[src/rtl/l2_request_buffer.sv]
// l2_request_buffer: per-core in-order request FIFOs feeding the L2 request ports.
// Optional feature macro: L2_REQ_BUFFER_BYPASS_EN (zero-latency bypass on an empty FIFO).
`ifndef NUM_CORES
`define NUM_CORES 4
`endif

package l2_request_buffer_pkg;
    typedef struct packed {
        logic [1:0]  op;
        logic [31:0] addr;
        logic [5:0]  tag;
    } l2req_packet_t;
endpackage

module l2_request_buffer
    import l2_request_buffer_pkg::*;
#(
    parameter int NUM_PORTS  = `NUM_CORES,
    parameter int FIFO_DEPTH = 4
) (
    input  logic                          clk,
    input  logic                          reset,
    input  logic [NUM_PORTS-1:0]          l1_request_valid,
    input  l2req_packet_t [NUM_PORTS-1:0] l1_request,
    output logic [NUM_PORTS-1:0]          l1_ready,
    output logic [NUM_PORTS-1:0]          l2i_request_valid,
    output l2req_packet_t [NUM_PORTS-1:0] l2i_request,
    input  logic [NUM_PORTS-1:0]          l2_ready,
    output logic [NUM_PORTS-1:0]          rb_full_event
);

    localparam int AW = $clog2(FIFO_DEPTH);
    localparam int CW = AW + 1;
    localparam logic [CW-1:0] DEPTH = CW'(FIFO_DEPTH);

    assign rb_full_event = l1_request_valid & ~l1_ready;

    for (genvar i = 0; i < NUM_PORTS; i++) begin : g_core
        logic [AW-1:0] wr_ptr;
        logic [AW-1:0] rd_ptr;
        logic [CW-1:0] count;
        logic [CW-1:0] count_next;
        logic          ready_q;
        logic          empty;
        logic          push;
        logic          wr_en;
        logic          rd_en;
        l2req_packet_t mem [FIFO_DEPTH];

        assign empty = (count == '0);
        assign push  = l1_request_valid[i] & ready_q;
        assign l1_ready[i] = ready_q;

`ifdef L2_REQ_BUFFER_BYPASS_EN
        // An empty FIFO forwards the offer; it is stored only if L2 refuses it.
        assign l2i_request_valid[i] = !empty || push;
        assign l2i_request[i]       = empty ? l1_request[i] : mem[rd_ptr];
        assign wr_en = push && !(empty && l2_ready[i]);
        assign rd_en = !empty && l2_ready[i];
`else
        assign l2i_request_valid[i] = !empty;
        assign l2i_request[i]       = mem[rd_ptr];
        assign wr_en = push;
        assign rd_en = !empty && l2_ready[i];
`endif

        always_comb begin
            count_next = count;
            unique case ({wr_en, rd_en})
                2'b10:   count_next = count + CW'(1);
                2'b01:   count_next = count - CW'(1);
                default: count_next = count;
            endcase
        end

        always_ff @(posedge clk or negedge reset) begin
            if (!reset) begin
                wr_ptr  <= '0;
                rd_ptr  <= '0;
                count   <= '0;
                ready_q <= 1'b1;
            end else begin
                if (wr_en) wr_ptr <= wr_ptr + AW'(1);
                if (rd_en) rd_ptr <= rd_ptr + AW'(1);
                count   <= count_next;
                ready_q <= (count_next < DEPTH);
            end
        end

        // Payload storage is intentionally not reset.
        always_ff @(posedge clk) begin
            if (wr_en) mem[wr_ptr] <= l1_request[i];
        end
    end

endmodule

[config.mk]
export PLATFORM = sky130hd
export DESIGN_NAME = l2_request_buffer
export DESIGN_NICKNAME = d
export VERILOG_FILES = /design/src/rtl/l2_request_buffer.sv
export SDC_FILE = /design/constraint.sdc
export NUM_CORES = 1
export LEC_CHECK = 0
export CAP_MARGIN = 20
export CORE_MARGIN = 2
export CORE_UTILIZATION = 35
export CTS_BUF_LIST = sky130_fd_sc_hd__clkbuf_8
export DETAILED_ROUTE_END_ITERATION = 16
export HOLD_SLACK_MARGIN = 0.06
export PLACE_DENSITY = 0.56
export SLEW_MARGIN = 20
export SYNTH_ARGS = -nofsm -noshare
export SYNTH_HDL_FRONTEND = slang
export SYNTH_SLANG_ARGS = --single-unit
export TNS_END_PERCENT = 100
[constraint.sdc]
create_clock -name clk -period 5.7 [get_ports clk]
set_clock_uncertainty 0.05 [all_clocks]
set_input_delay 1.14 -clock clk [delete_from_list [all_inputs] [get_ports clk]]
set_output_delay 1.14 -clock clk [all_outputs]
set_load 0.01 [all_outputs]
==> impl_metrics.yaml, run 1 <==
timing:
  drv_slew: 0
  max_freq_mhz: 229
  period_share_pct: 76.5
  min_period_ns: 4.36
  final_hold_viol_count: 0
  fin_setup_tns_ns: 0
  worst_slew_pin_slew_ns: 0.990
  slew_headroom_pct: 34.0
  setup_viol: 0
  rsz0062_at_grt: "false"
drt:
  routed_via_density: 4.64
  drtIter0Drc: 613
  drt_wl_total_mm: 51.2
  wl_per_cell_um: 20.9
  firstDrtPassIters: 6
  dr_total_vias: 11395
  drc: 0
  postRouteAntennaNets: 0
power_and_ir_drop:
  switching_share_pct: 28.9
  leakagePower_nw: 10.4
  total_power_mw: 15.5
  p_comb_share_pct: 31.7
  p_clk_share_pct: 24.9
  p_per_area_mw_per_mm2: 493
  seq_power_share_pct: 43.3
  intPower_mw: 11.0
  p_switching_mw: 4.49
  ir_worst_vdd_v: 0.000289
grt:
  grt_max_degree: 42
  grt_pass1_wl_mm: 76.8
  grt_antenna_before_repair: 3
  first_global_vias: 12395
  gr-total-overflow: 0
  grt_use_total_pct: 13.9
final_layout:
  nFillCells: 6126
  areaGrowthSynthToFinish_pct: 25.5
  drive_gt1_share_pct: 23.7
  post-route-util_pct: 44.2
  fin_nets: 1616
clocking:
  hold_buffers: 0
  tritoncts: "yes"
  cts_made_buffers: 111
  clkLatencyLatePin_ns: 0.70
  clk_pin_slew_ns: 0.06
  cts_resized: 0
  cts_buffer_depth: 3
  cts_num_sinks: 672
  cts_setup_buffers: 0
  cts_max_level: 3
  clockRootBuffer: "clkbuf_8"
worst_hold_path:
  hold-path-endpoint: "g_core[0].ready_q"
  whs_path_depth: 1
  hold_class: "reg -> reg"
setup_path:
  cp_top_family: "flip-flops"
  path_buf_inv: 2
  crit_slowest_cell: "dfrtp_2"
  critical_path_class: "reg -> out"
  worstPathArrival_ns: 3.17
  r2r_slack_ns: 3.49
  required_ns: 4.51
  path_max_fanout: 29
  endpoint_kind: "primary output"
  slowest_delay_ns: 1.02
  cp_cell_sequence: "buf_4 -> mux4_2 -> clkdlybuf4s50_1"
  reg2regPathDepth: 7
  setup.worst_path.start_class: "flip-flop"
synthesis:
  synth-seq-area-share_pct: 79.8
  syn_nets: 1178
  syn_area_per_cell_um2: 25.5
  ys.warnings.count: 0
  ys_types: 25
  synth_seq_cells: 672
  synth_cells: 984
  syn_area_mm2: 0.0251
placement:
  hpwl_mm: 31.7
  port_buffers: 341
  gp_congestion: 0.699
die:
  initial_core_util_pct: 35.2
  die_h_um: 272
  pin_count: 342
  rows: 98
  core-area_mm2: 0.0712
  die_w_um: 272
  dieArea_mm2: 0.0738
run_status:
  outcome: "finished clean"
job:
  drv_cap: 0
-- placed cells by master (no fill, tap or decap), types with 2 or more instances in the layout --
cell | netlist | routed
edfxtp_1 | 640 | 640
clkinv_1 | 0 | 24
dfstp_2 | 4 | 4
clkbuf_8 | 0 | 115
nand2_1 | 6 | 6
nand3_1 | 2 | 2
and2_4 | 2 | 2
mux2_2 | 8 | 8
dfrtp_2 | 0 | 5
or3_1 | 2 | 2
o31a_1 | 2 | 2
clkdlybuf4s50_1 | 0 | 340
ha_1 | 20 | 20
nor2b_1 | 4 | 4
mux4_1 | 8 | 8
and3_2 | 0 | 16
mux4_2 | 152 | 152
dfrtp_1 | 28 | 23
inv_12 | 0 | 2
bufinv_16 | 0 | 3
nor2_1 | 4 | 4
xor2_1 | 8 | 8
buf_4 | 4 | 28
clkinv_8 | 0 | 2
fa_1 | 4 | 4
clkinv_2 | 0 | 16
xnor2_1 | 20 | 20
or3_4 | 2 | 2
inv_1 | 8 | 42
-- synth_stat cells --
cell type / number / area (um2)
and2_4: 2 / 17.5
and3_1: 16 / 100
buf_12: 16 / 320
buf_2: 16 / 80.1
buf_4: 4 / 30.0
buf_6: 4 / 45.0
clkbuf_1: 4 / 15.0
dfrtp_1: 28 / 701
dfstp_2: 4 / 105
edfxtp_1: 640 / 19200
fa_1: 4 / 80.1
ha_1: 20 / 250
inv_1: 8 / 30.0
mux2_2: 8 / 90.1
mux4_1: 8 / 210
mux4_2: 152 / 3420
nand2_1: 6 / 22.5
nand3_1: 2 / 10.0
nor2_1: 4 / 15.0
nor2b_1: 4 / 25.0
o31a_1: 2 / 17.5
or3_1: 2 / 12.5
or3_4: 2 / 22.5
xnor2_1: 20 / 175
xor2_1: 8 / 70.1
-- area by class of cell --
cell class	count	area [um2]	share of cell area (%)
repair buffers	369	3620	11.5
clock buffers	115	1580	5.03
flip-flops and latches	672	20000	63.6
inverters	8	30.0	0.0954
diodes	1	2.50	0.00795
well taps	950	1190	3.78
multi-input cells	260	4560	14.5
clock inverters	82	460	1.46
-- per-stage QoR --
stage / hold slack (ns) / area, um2 / instances / setup slack, ns
global placement: 0.430 / 29400 / 2259 / 1.96
CTS: 0.413 / 31500 / 2456 / 1.16
global route: 0.454 / 31500 / 2457 / 1.06
finish: 0.425 / 31500 / 2457 / 1.34
floorplan: 0.402 / 25100 / 984 / 3.09
detailed placement: 0.423 / 29400 / 2259 / 1.93
-- how the worst max path moves through the flow --
stage	start	endpoint	slack [ns]	cells after the start
detailed placement	g_core[1].rd_ptr[0]	l2i_request[45]	1.93	3
floorplan	l1_request_valid[0]	g_core[0].mem[1][0]	3.09	1
finish	g_core[1].rd_ptr[0]	l2i_request[41]	1.34	3
global placement	g_core[1].rd_ptr[0]	l2i_request[73]	1.96	3
global route	g_core[1].rd_ptr[0]	l2i_request[41]	1.06	3
CTS	g_core[1].rd_ptr[0]	l2i_request[45]	1.16	3
-- registers in the layout, summed over array words and instances (netlist names), named ones only --
register,cells
g_core.mem,640
g_core.count,8
g_core.rd_ptr,8
g_core.wr_ptr,8
g_core.ready_q,4
-- worst register-to-register path, cell delays in order (launching register included) --
cell,delay (ns)
dfrtp_1,0.42
or3_4,0.43
and2_4,0.18
ha_1,0.21
fa_1,0.38
xnor2_1,0.13
nor2_1,0.18
xor2_1,0.16
-- kinds of logic (layout without fill, tap and decap cells) --
family	Yosys count	after routing	share of synthesized area [%]
buf+inv	52	574	2.07
other cells	0	1	0
xor+xnor	28	28	0.978
flops	672	672	79.8
compound gates	2	2	0.0698
mux	168	168	14.8
fa+ha+maj	24	24	1.32
simple gates	38	38	0.898
-- routing by layer --
metal | track usage (%) | share of wire [%] | vias to the layer above | wire [um]
met1 | 16.9 | 40 | 5944 | 20700
met3 | 3.86 | 5.9 | 87 | 3040
met4 | 5.08 | 2.4 | 4 | 1240
met2 | 23.6 | 51 | 302 | 26300
met5 | 0 | 0.051 | - | 26
li1 | - | - | 5058 | -
-- power by group through the flow --
stage	logic, mW	clock network (mW)	registers [mW]
finish	4.92	3.87	6.72
global route	5.27	4.22	6.83
CTS	5.08	4.02	6.76
detailed placement	5.05	0	6.85
global placement	5.03	0	6.81
floorplan	3.09	0	6.56
Note: power is estimated with default switching activity, not from simulation.
==> run 2, diff against run 1 <==
--- a/config.mk
+++ b/config.mk
@@ -11,7 +11,7 @@
 export CTS_BUF_LIST = sky130_fd_sc_hd__clkbuf_8
 export DETAILED_ROUTE_END_ITERATION = 16
 export HOLD_SLACK_MARGIN = 0.06
-export PLACE_DENSITY = 0.56
+export PLACE_DENSITY = 0.58
 export SLEW_MARGIN = 20
 export SYNTH_ARGS = -nofsm -noshare
 export SYNTH_HDL_FRONTEND = slang
==> constraint.sdc (replaced) <==
create_clock -name clk -period 4 [get_ports clk]
set_clock_uncertainty 0.05 [all_clocks]
set_input_delay 0.8 -clock clk [delete_from_list [all_inputs] [get_ports clk]]
set_output_delay 0.8 -clock clk [all_outputs]
set_load 0.01 [all_outputs]
==> run 2 against run 1 <==
- combinational power up 47%
- first-iteration DRC count down 3.1%
- clock power up 44%
- sequential power up 41%
- sequential share of layout area down 0.31 points
- die area unchanged
- wire length down 1.5%
- critical path depth unchanged
- register-to-register slack worse by 1.7 ns
- global-route usage down 0.19 points
- worst hold slack worse by 0.27 ns
- via count up 1.3%
==> impl_metrics.yaml, run 2 (synthesized netlist as in run 1, its figures left out) <==
final_layout:
  seqCellArea_mm2: 0.0200
  largest_reg_flops: 640
  final_common_cell: "edfxtp_1"
  regMostFlops: "g_core.mem"
  n_antenna_cell: 0
  drive_gt1_share_pct: 24.5
  fin_cells: 2471
  nFillCells: 6083
  final_cell_mix: "640 x edfxtp_1, 340 x clkdlybuf4s50_1, 152 x mux4_2"
  multi_input_area_mm2: 0.00456
  areaGrowthSynthToFinish_pct: 26.1
  fin_nets: 1621
setup_path:
  worstPathArrival_ns: 2.80
  path_max_fanout: 20
  reg2regPathDepth: 7
  setup.worst_path.start_class: "flip-flop"
  crit_slowest_cell: "mux4_1"
  r2r_slack_ns: 1.80
  required_ns: 3.15
  endpoint_kind: "primary output"
  cp_cell_sequence: "buf_4 -> mux4_1 -> clkdlybuf4s50_1"
  critical_path_class: "reg -> out"
  crit_start: "g_core[0].rd_ptr[0]"
  slowest_delay_ns: 0.61
timing:
  setup_ws_ns: 0.352
  worst_slew_pin_slew_ns: 0.848
  worst_hold_slack_ns: 0.159
  slew_headroom_pct: 43.5
  max_freq_mhz: 274
  final_hold_viol_count: 0
  drv_slew: 0
  period_share_pct: 91.2
  min_period_ns: 3.65
  fin_setup_tns_ns: 0
  rsz0062_at_grt: "false"
  setup_viol: 0
drt:
  dr_total_vias: 11545
  routed_via_density: 4.67
  drtIter0Drc: 594
  postRouteAntennaNets: 0
  drt_wl_total_mm: 50.5
  firstDrtPassIters: 4
  wl_per_cell_um: 20.4
  drc: 0
worst_hold_path:
  hold_class: "in -> async"
clocking:
  cts_num_sinks: 672
  hold_buffers: 0
  tritoncts: "yes"
  cts_buffer_depth: 3
  cts_made_buffers: 110
  cts_max_level: 3
  clockRootBuffer: "clkbuf_8"
  cts_setup_buffers: 0
  cts_resized: 0
  clkLatencyLatePin_ns: 0.68
  clk_pin_slew_ns: 0.06
power_and_ir_drop:
  total_power_mw: 22.3
  p_comb_share_pct: 32.4
  seq_power_share_pct: 42.6
  ir_worst_vdd_v: 0.000348
  p_switching_mw: 6.48
  switching_share_pct: 29.1
  intPower_mw: 15.8
  p_clk_share_pct: 25.0
  p_per_area_mw_per_mm2: 704
  leakagePower_nw: 10.4
die:
  initial_core_util_pct: 35.2
  rows: 98
  core-area_mm2: 0.0712
  dieArea_mm2: 0.0738
  pin_count: 342
  die_h_um: 272
  die_w_um: 272
job:
  drv_cap: 0
placement:
  place_inst: 2265
  gp_congestion: 0.703
  port_buffers: 341
  pre_cts_slack_ns: 0.991
  hpwl_mm: 31.1
grt:
  grt_antenna_before_repair: 2
  grt_use_total_pct: 13.7
  grt_max_degree: 42
  first_global_vias: 12462
  grt_pass1_wl_mm: 76.4
  gr-total-overflow: 0
run_status:
  outcome: "finished clean"
[run 2: power by group through the flow]
stage	Combinational [mW]	Clock [mW]	Sequential, mW
2_1_floorplan	4.41	0	9.34
6_report	7.22	5.56	9.50
3_3_place_gp	7.38	0	9.61
3_5_place_dp	7.39	0	9.68
5_1_grt	7.75	6.06	9.64
4_1_cts	7.44	5.79	9.54
[run 2: worst max-delay path, delay by kind of cell (launching register included)]
kind / cells / cell delay, ns
buffers and inverters: 2 / 0.93
flip-flops: 1 / 0.55
multiplexers: 1 / 0.61
[run 2: worst max-delay path by stage]
stage | slack [ns] | depth (start not counted) | endpoint
after floorplan | 1.73 | 1 | g_core[0].mem[1][0]
after CTS | 0.18 | 3 | l2i_request[0]
after detailed placement | 0.99 | 3 | l2i_request[0]
after global routing | 0.11 | 3 | l2i_request[0]
final | 0.35 | 3 | l2i_request[0]
after global placement | 1.02 | 3 | l2i_request[0]
[run 2: area by class of cell]
type / count / area share [%]
sequential: 672 / 63.3
clock inverter: 93 / 1.66
clock buffer: 113 / 4.92
multi-input combinational: 260 / 14.4
tap: 950 / 3.76
inverter: 8 / 0.0949
timing repair buffer: 375 / 11.8
[run 2: metrics by stage]
step / instance area, um2 / util, %
CTS: 31600 / 44.4
detailed placement: 29500 / 41.5
global route: 31600 / 44.4
floorplan: 25100 / -
global placement: 29500 / 41.5
finish: 31600 / 44.4
[run 2: metal layers]
metal | track usage, % | up-vias | part of all wire, %
met5 | 0 | - | 0.059
met4 | 4.92 | 4 | 2.6
met3 | 4.30 | 102 | 6.2
met2 | 23.2 | 302 | 51
met1 | 16.4 | 6043 | 40
li1 | - | 5094 | -
